## config.mk

```make
export PLATFORM = sky130hd
export DESIGN_NAME = load_store_unit_flat
export DESIGN_NICKNAME = d
export VERILOG_FILES = /design/src/rtl/lsu_pkg.sv /design/src/rtl/load_store_unit_if.sv /design/src/rtl/lsu_align.sv /design/src/rtl/load_store_unit.sv /design/src/flat_wrapper.sv
export SDC_FILE = /design/constraint.sdc
export NUM_CORES = 1
export LEC_CHECK = 0
export ABC_AREA = 1
export CAP_MARGIN = 30
export CORE_ASPECT_RATIO = 0.5
export CORE_MARGIN = 4
export CORE_UTILIZATION = 32
export CTS_BUF_LIST = sky130_fd_sc_hd__clkbuf_8 sky130_fd_sc_hd__clkbuf_16
export CTS_CLUSTER_SIZE = 10
export DETAILED_ROUTE_END_ITERATION = 8
export SETUP_SLACK_MARGIN = 0.05
export SLEW_MARGIN = 10
export SYNTH_ARGS = -nofsm -noshare
export SYNTH_HDL_FRONTEND = slang
export SYNTH_SLANG_ARGS = --single-unit
```

## constraint.sdc

```tcl
create_clock -name clk -period 6.1 [get_ports clk]
set_clock_uncertainty 0.2 [all_clocks]
set_input_delay 1.22 -clock clk [delete_from_list [all_inputs] [get_ports clk]]
set_output_delay 1.22 -clock clk [all_outputs]
set_load 0.05 [all_outputs]
```

## src/rtl/lsu_pkg.sv

```systemverilog
// Shared definitions for the load/store unit: opcodes, funct3 width codes and FSM states.
package lsu_pkg;

  localparam logic [6:0] OPC_LOAD   = 7'b0000011;
  localparam logic [6:0] OPC_STORE  = 7'b0100011;
  localparam logic [6:0] OPC_BRANCH = 7'b1100011;

  localparam logic [2:0] F3_LB  = 3'b000;
  localparam logic [2:0] F3_LH  = 3'b001;
  localparam logic [2:0] F3_LW  = 3'b010;
  localparam logic [2:0] F3_LBU = 3'b100;
  localparam logic [2:0] F3_LHU = 3'b101;
  localparam logic [2:0] F3_SB  = 3'b000;
  localparam logic [2:0] F3_SH  = 3'b001;
  localparam logic [2:0] F3_SW  = 3'b010;

  typedef enum logic [1:0] {
    IDLE,
    REQ,
    WAIT,
    RESP
  } lsu_state_e;

  function automatic logic f3_legal(input logic is_store, input logic [2:0] f3);
    if (is_store) return f3 inside {F3_SB, F3_SH, F3_SW};
    return f3 inside {F3_LB, F3_LH, F3_LW, F3_LBU, F3_LHU};
  endfunction

endpackage

```

## src/rtl/load_store_unit_if.sv

```systemverilog
// Data-memory port of the load/store unit (req/gnt/rvalid protocol).
interface load_store_unit_if;
  logic        mem_req;
  logic        mem_we;
  logic [31:0] mem_addr;
  logic [31:0] mem_wdata;
  logic [3:0]  mem_be;
  logic        mem_gnt;
  logic        mem_rvalid;
  logic [31:0] mem_rdata;

  modport master (
    output mem_req, mem_we, mem_addr, mem_wdata, mem_be,
    input  mem_gnt, mem_rvalid, mem_rdata
  );

  modport slave (
    input  mem_req, mem_we, mem_addr, mem_wdata, mem_be,
    output mem_gnt, mem_rvalid, mem_rdata
  );
endinterface

```

## src/rtl/lsu_align.sv

```systemverilog
// Byte-lane steering for the load/store unit: store enables/replicated data, alignment flag,
// and load lane extraction with sign/zero extension.
module lsu_align
  import lsu_pkg::*;
(
  input  logic [1:0]  addr_lo,
  input  logic [2:0]  funct3,
  input  logic [31:0] store_data,
  output logic [3:0]  st_be,
  output logic [31:0] st_wdata,
  output logic        misaligned,
  input  logic [1:0]  ld_addr_lo,
  input  logic [2:0]  ld_funct3,
  input  logic [31:0] rdata,
  output logic [31:0] ld_value
);

  logic [7:0]  ld_byte;
  logic [15:0] ld_half;

  always_comb begin
    st_be      = '0;
    st_wdata   = '0;
    misaligned = 1'b0;
    case (funct3[1:0])
      2'b00: begin
        st_be    = 4'b0001 << addr_lo;
        st_wdata = {4{store_data[7:0]}};
      end
      2'b01: begin
        st_be      = 4'b0011 << {addr_lo[1], 1'b0};
        st_wdata   = {2{store_data[15:0]}};
        misaligned = addr_lo[0];
      end
      default: begin
        st_be      = '1;
        st_wdata   = store_data;
        misaligned = |addr_lo;
      end
    endcase
  end

  assign ld_byte = rdata[{ld_addr_lo, 3'b000} +: 8];
  assign ld_half = ld_addr_lo[1] ? rdata[31:16] : rdata[15:0];

  always_comb begin
    ld_value = '0;
    case (ld_funct3)
      F3_LB:   ld_value = {{24{ld_byte[7]}}, ld_byte};
      F3_LH:   ld_value = {{16{ld_half[15]}}, ld_half};
      F3_LW:   ld_value = rdata;
      F3_LBU:  ld_value = {24'h0, ld_byte};
      F3_LHU:  ld_value = {16'h0, ld_half};
      default: ld_value = '0;
    endcase
  end

endmodule

```

## src/rtl/load_store_unit.sv

```systemverilog
// Memory stage: RV32I loads/stores over a req/gnt/rvalid port, one writeback beat per instruction.
// Optional LSU_MISALIGN_TRAP_EN: misaligned half/word accesses complete with wb_err, no memory access.
module load_store_unit
  import lsu_pkg::*;
#(
  parameter int unsigned MEM_TIMEOUT = 255
) (
  input  logic                      clk,
  input  logic                      rst,
  input  logic                      in_valid,
  output logic                      in_ready,
  input  logic [6:0]                opcode,
  input  logic [2:0]                funct3,
  input  logic [4:0]                rd,
  input  logic [31:0]               alu_result,
  input  logic [31:0]               store_data,
  load_store_unit_if.master         mem,
  output logic                      wb_valid,
  output logic                      wb_we,
  output logic [4:0]                wb_rd,
  output logic [31:0]               wb_data,
  output logic                      wb_err
);

  lsu_state_e  state_q, state_d;
  logic [15:0] cnt_q, cnt_d;
  logic [1:0]  addr_lo_q, addr_lo_d;
  logic [2:0]  f3_q, f3_d;

  logic        in_ready_d, mem_req_d, mem_we_d;
  logic [31:0] mem_addr_d, mem_wdata_d;
  logic [3:0]  mem_be_d;
  logic        wb_valid_d, wb_we_d, wb_err_d;
  logic [4:0]  wb_rd_d;
  logic [31:0] wb_data_d;

  logic [3:0]  st_be;
  logic [31:0] st_wdata, ld_value;
  logic        misaligned, is_load, is_store, f3_bad, align_trap, timeout_hit;

  lsu_align u_align (
    .addr_lo    (alu_result[1:0]),
    .funct3     (funct3),
    .store_data (store_data),
    .st_be      (st_be),
    .st_wdata   (st_wdata),
    .misaligned (misaligned),
    .ld_addr_lo (addr_lo_q),
    .ld_funct3  (f3_q),
    .rdata      (mem.mem_rdata),
    .ld_value   (ld_value)
  );

  assign is_load  = (opcode == OPC_LOAD);
  assign is_store = (opcode == OPC_STORE);
  assign f3_bad   = (is_load || is_store) && !f3_legal(is_store, funct3);

`ifdef LSU_MISALIGN_TRAP_EN
  assign align_trap = misaligned;
`else
  logic unused_misaligned;
  assign unused_misaligned = misaligned;
  assign align_trap        = 1'b0;
`endif

  // >= rather than ==: a grant on the final REQ cycle leaves WAIT one rvalid chance before giving up
  assign timeout_hit = (cnt_q >= 16'(MEM_TIMEOUT - 1));

  always_comb begin
    state_d     = state_q;
    cnt_d       = cnt_q;
    addr_lo_d   = addr_lo_q;
    f3_d        = f3_q;
    in_ready_d  = in_ready;
    mem_req_d   = mem.mem_req;
    mem_we_d    = mem.mem_we;
    mem_addr_d  = mem.mem_addr;
    mem_wdata_d = mem.mem_wdata;
    mem_be_d    = mem.mem_be;
    wb_valid_d  = 1'b0;
    wb_we_d     = 1'b0;
    wb_err_d    = 1'b0;
    wb_rd_d     = wb_rd;
    wb_data_d   = wb_data;

    case (state_q)
      IDLE: begin
        if (in_valid) begin
          in_ready_d = 1'b0;
          wb_rd_d    = rd;
          addr_lo_d  = alu_result[1:0];
          f3_d       = funct3;
          if ((is_load || is_store) && !f3_bad && !align_trap) begin
            state_d     = REQ;
            cnt_d       = '0;
            mem_req_d   = 1'b1;
            mem_we_d    = is_store;
            mem_addr_d  = {alu_result[31:2], 2'b00};
            mem_be_d    = is_store ? st_be : 4'b0000;
            mem_wdata_d = is_store ? st_wdata : '0;
          end else begin
            state_d    = RESP;
            wb_valid_d = 1'b1;
            if (is_load || is_store) begin
              wb_err_d  = 1'b1;
              wb_data_d = '0;
            end else begin
              wb_data_d = alu_result;
              wb_we_d   = (rd != 5'd0) && (opcode != OPC_BRANCH);
            end
          end
        end
      end
      REQ: begin
        if (mem.mem_gnt) begin
          mem_req_d = 1'b0;
          mem_we_d  = 1'b0;
          mem_be_d  = '0;
          cnt_d     = cnt_q + 16'd1;
          if (mem.mem_we) begin
            state_d    = RESP;
            wb_valid_d = 1'b1;
            wb_data_d  = '0;
          end else begin
            state_d = WAIT;
          end
        end else if (timeout_hit) begin
          mem_req_d  = 1'b0;
          mem_we_d   = 1'b0;
          mem_be_d   = '0;
          state_d    = RESP;
          wb_valid_d = 1'b1;
          wb_err_d   = 1'b1;
          wb_data_d  = '0;
        end else begin
          cnt_d = cnt_q + 16'd1;
        end
      end
      WAIT: begin
        if (mem.mem_rvalid) begin
          state_d    = RESP;
          wb_valid_d = 1'b1;
          wb_data_d  = ld_value;
          wb_we_d    = (wb_rd != 5'd0);
        end else if (timeout_hit) begin
          state_d    = RESP;
          wb_valid_d = 1'b1;
          wb_err_d   = 1'b1;
          wb_data_d  = '0;
        end else begin
          cnt_d = cnt_q + 16'd1;
        end
      end
      RESP: begin
        state_d    = IDLE;
        in_ready_d = 1'b1;
      end
    endcase
  end

  always_ff @(posedge clk) begin
    if (rst) begin
      state_q       <= IDLE;
      cnt_q         <= '0;
      addr_lo_q     <= '0;
      f3_q          <= '0;
      in_ready      <= 1'b1;
      mem.mem_req   <= 1'b0;
      mem.mem_we    <= 1'b0;
      mem.mem_addr  <= '0;
      mem.mem_wdata <= '0;
      mem.mem_be    <= '0;
      wb_valid      <= 1'b0;
      wb_we         <= 1'b0;
      wb_err        <= 1'b0;
      wb_rd         <= '0;
      wb_data       <= '0;
    end else begin
      state_q       <= state_d;
      cnt_q         <= cnt_d;
      addr_lo_q     <= addr_lo_d;
      f3_q          <= f3_d;
      in_ready      <= in_ready_d;
      mem.mem_req   <= mem_req_d;
      mem.mem_we    <= mem_we_d;
      mem.mem_addr  <= mem_addr_d;
      mem.mem_wdata <= mem_wdata_d;
      mem.mem_be    <= mem_be_d;
      wb_valid      <= wb_valid_d;
      wb_we         <= wb_we_d;
      wb_err        <= wb_err_d;
      wb_rd         <= wb_rd_d;
      wb_data       <= wb_data_d;
    end
  end

endmodule

```

## src/flat_wrapper.sv

```systemverilog
// flat-port wrapper written by rule: the top's interface ports become plain ports
module load_store_unit_flat import lsu_pkg::*;
#(
  parameter int unsigned MEM_TIMEOUT = 255
)
  (clk, rst, in_valid, in_ready, opcode, funct3, rd, alu_result, store_data, wb_valid, wb_we, wb_rd, wb_data, wb_err, mem_mem_req, mem_mem_we, mem_mem_addr, mem_mem_wdata, mem_mem_be, mem_mem_gnt, mem_mem_rvalid, mem_mem_rdata);
  load_store_unit_if mem_i ();
  input  logic clk;
  input  logic rst;
  input  logic in_valid;
  output logic in_ready;
  input  logic [6:0] opcode;
  input  logic [2:0] funct3;
  input  logic [4:0] rd;
  input  logic [31:0] alu_result;
  input  logic [31:0] store_data;
  output logic wb_valid;
  output logic wb_we;
  output logic [4:0] wb_rd;
  output logic [31:0] wb_data;
  output logic wb_err;
  output wire logic [$bits(mem_i.mem_req)-1:0] mem_mem_req;
  output wire logic [$bits(mem_i.mem_we)-1:0] mem_mem_we;
  output wire logic [$bits(mem_i.mem_addr)-1:0] mem_mem_addr;
  output wire logic [$bits(mem_i.mem_wdata)-1:0] mem_mem_wdata;
  output wire logic [$bits(mem_i.mem_be)-1:0] mem_mem_be;
  input wire logic [$bits(mem_i.mem_gnt)-1:0] mem_mem_gnt;
  input wire logic [$bits(mem_i.mem_rvalid)-1:0] mem_mem_rvalid;
  input wire logic [$bits(mem_i.mem_rdata)-1:0] mem_mem_rdata;
  assign mem_mem_req = mem_i.mem_req;
  assign mem_mem_we = mem_i.mem_we;
  assign mem_mem_addr = mem_i.mem_addr;
  assign mem_mem_wdata = mem_i.mem_wdata;
  assign mem_mem_be = mem_i.mem_be;
  assign mem_i.mem_gnt = mem_mem_gnt;
  assign mem_i.mem_rvalid = mem_mem_rvalid;
  assign mem_i.mem_rdata = mem_mem_rdata;
  load_store_unit #(.MEM_TIMEOUT(MEM_TIMEOUT)) u_core (.clk(clk), .rst(rst), .in_valid(in_valid), .in_ready(in_ready), .opcode(opcode), .funct3(funct3), .rd(rd), .alu_result(alu_result), .store_data(store_data), .mem(mem_i), .wb_valid(wb_valid), .wb_we(wb_we), .wb_rd(wb_rd), .wb_data(wb_data), .wb_err(wb_err));
endmodule
```

==> summary.txt <==
RSZ-0062 raised after global routing: false
Most frequent cell after synthesis: nand2_1
Synthesized area: 7740 µm²
Met3 Use GR: 0.0406
Final Util: 0.462
H-tree levels: 4
Clock Tree Root: clkbuf_16
Mapped Cells: 1286
Clk Latency, worst-skew pair: 430 ps
Final setup vio count: 0
Hold Path Sink: u_core.mem.mem_req$_SDFFE_PP0P_
First-pass GRT wire length: 44500 µm
Final hold viol count: 0
CORE AREA: 23300 µm²
Synth Flop Type: dfxtp_1
Area share of the largest cell type after synthesis: 0.342
Hold path depth: 2
Fin. max-slew vios: 0
Pwr/cell area: 391 nW/µm²
Clock tree buffer depth: 2
Register share of total power: 0.257
Hold slack: 264 ps
Initial core utilization: 0.332
Critical path class: input port to flip-flop
Drt first pass iters: 5
Largest net degree at the start of global routing: 59
Fillers: 2337
Total number of vias: 8592
WL/cell: 15.5 µm
Clock power share: 0.274
GRT Max-Usage Layer: met2
Fin crit share: 0.627
WP data arrival: 3990 ps
GR Util met1: 0.278
HP Start: u_core.mem.mem_req$_SDFFE_PP0P_
# DRC: 0
Synth area leaders: dfxtp_1 34%, nand2_1 18%, nor2_1 12%
Post-synth EDFFs: 0
Final Instance Area: 10700 µm²
Max cap viols: 0
Worst path required time: 6260 ps
Sw frac: 0.440
Worst setup EP type: flip-flop
Total global routing overflow: 0
Hold Buf Count CTS: 0
P&R area growth vs syn: 38.9%
GP Congestion: 0.894
Fmax achieved: 261 MHz
Final Power: 4200 µW
# IOs: 227
DIE AREA: 26900 µm²
Placed cell areas: 10000 µm²
Area of the multi-input gates: 4290 µm²
Power share of the combinational group: 0.469
Final ANT Viol Nets: 0
R2R Setup Slk: 3090 ps
Pleak: 0.00473 µW
GRT Util Overall: 0.202
Seq cells post-synth: 132
Peak VDD IR: 0.192 mV
FP Rows: 39
CTS tree: built
Startpoint Class: input port
Start of the worst register-to-register path: u_core.state_q[0]$_SDFFE_PP0N_
Relative slew slack: 0.482
Internal Pwr Total: 2350 µW
Sequential share of the synthesized area: 0.342
Fin crit period: 3830 ps
Inserted Clock Buffers: 17
Die width: 228 µm
Yosys cell types: 40
PostCTS Resize Cnt: 0
Area leader, netlist: dfxtp_1
Setup TNS: 0 ps
Share of layout cells above drive strength 1: 0.0527
Layout Nets: 1590
Slew of the pin with the lowest slew margin: 775 ps
R2r worst-path depth: 11
Worst hold path class: flip-flop to flip-flop
Die height: 118 µm
IO Port Bufs: 224
Syn avg cell area: 6.02 µm²
Reported net switching power: 1850 µW
FF-to-FF End: u_core.wb_data[25]$_SDFFE_PP0P_
Clock Pin Slew Worst Setup and Hold Paths: 60 ps
Initial DRC count: 648
Vias in the first global route: 8091
Crit Path Max Fanout: 41
Async SR Flop Fraction: 0
Synth warn: 0
Top cells by count, synth: 379 x nand2_1, 254 x nor2_1, 132 x dfxtp_1
Initial antenna violation count: 1
CTS sink cnt: 132
WL final: 27800 µm
Met2 GRT Util: 0.323
DP HPWL: 20700 µm
DR vias/cell: 4.80
Post-CTS setup repair buffer count: 0
Sequential cell area: 2640 µm²
Status: completed
[registers in the layout, summed over array words and instances, names as in the netlist, 2 cells and up]
signal                cells
u_core.addr_lo_q          2
u_core.cnt_q             16
u_core.f3_q               3
u_core.mem.mem_addr      30
u_core.mem.mem_be         4
u_core.mem.mem_wdata     32
u_core.state_q            2
u_core.wb_data           32
u_core.wb_rd              5
[layout make-up]
type / count / share of cell area
diodes: 2 / 0.000466
clock buffers: 19 / 0.0422
clock inverters: 13 / 0.0190
inverters: 111 / 0.0397
multi-input cells: 973 / 0.399
flip-flops and latches: 132 / 0.246
well taps: 307 / 0.0357
repair buffers: 233 / 0.218
[critical path, stage by stage]
cell	delay, ps
clkdlybuf4s50_1	670
inv_1	620
a21oi_2	60
nand2_2	120
nand2_2	100
nor2_4	130
nand3_4	210
inv_2	330
buf_12	250
o21ai_0	100
a21oi_1	140
[metrics by stage]
stage	std cells	setup slack (ps)
after floorplan	1287	3470
after global placement	1753	1550
after detailed placement	1754	1440
after CTS	1786	1900
after global routing	1790	2000
final	1790	2270
[logic make-up after synthesis]
logic type                 synth area share
and+or+nand+nor                       0.404
AOI/OAI and AO/OA                     0.137
buffers and inverters                 0.105
DFF                                   0.342
adders and majority gates           0.00970
xor gates and xnor gates            0.00226
other                              0.000485
[power by group through the flow]
stage                     sequential [µW]  clock, µW  combinational [µW]
after CTS                            1080       1180                1960
after global routing                 1100       1210                2170
after global placement               1090          0                1940
final                                1080       1150                1970
after floorplan                      1410          0                1100
after detailed placement             1100          0                1960
[metal layers]
layer | vias to the layer above | share of wire
li1 | 4425 | -
met3 | 30 | 0.046
met4 | 0 | 0.019
met1 | 3921 | 0.48
met5 | - | 0
met2 | 216 | 0.45
[placed cells by master (no fill, tap or decap), types with 8 or more instances in the layout]
master	instances
a21oi_1	83
clkbuf_16	17
clkdlybuf4s50_1	223
dfxtp_1	132
inv_1	99
inv_2	10
nand2_1	379
nand2_2	8
nand3_1	91
nor2_1	254
nor3_1	11
o21ai_0	93
[how the worst max path moves through the flow]
stage,startpoint,endpoint,slack (ps),depth (start not counted)
global route,funct3[1],u_core.mem.mem_wdata[14]$_SDFFE_PP0P_,2000,11
global placement,funct3[1],u_core.mem.mem_addr[3]$_SDFFE_PP0P_,1550,11
floorplan,funct3[1],u_core.wb_data[4]$_SDFFE_PP0P_,3470,13
detailed placement,funct3[1],u_core.mem.mem_addr[10]$_SDFFE_PP0P_,1440,11
finish,funct3[1],u_core.mem.mem_wdata[14]$_SDFFE_PP0P_,2270,11
CTS,funct3[1],u_core.mem.mem_addr[4]$_SDFFE_PP0P_,1900,11
Power figures use the tool's default switching activity.
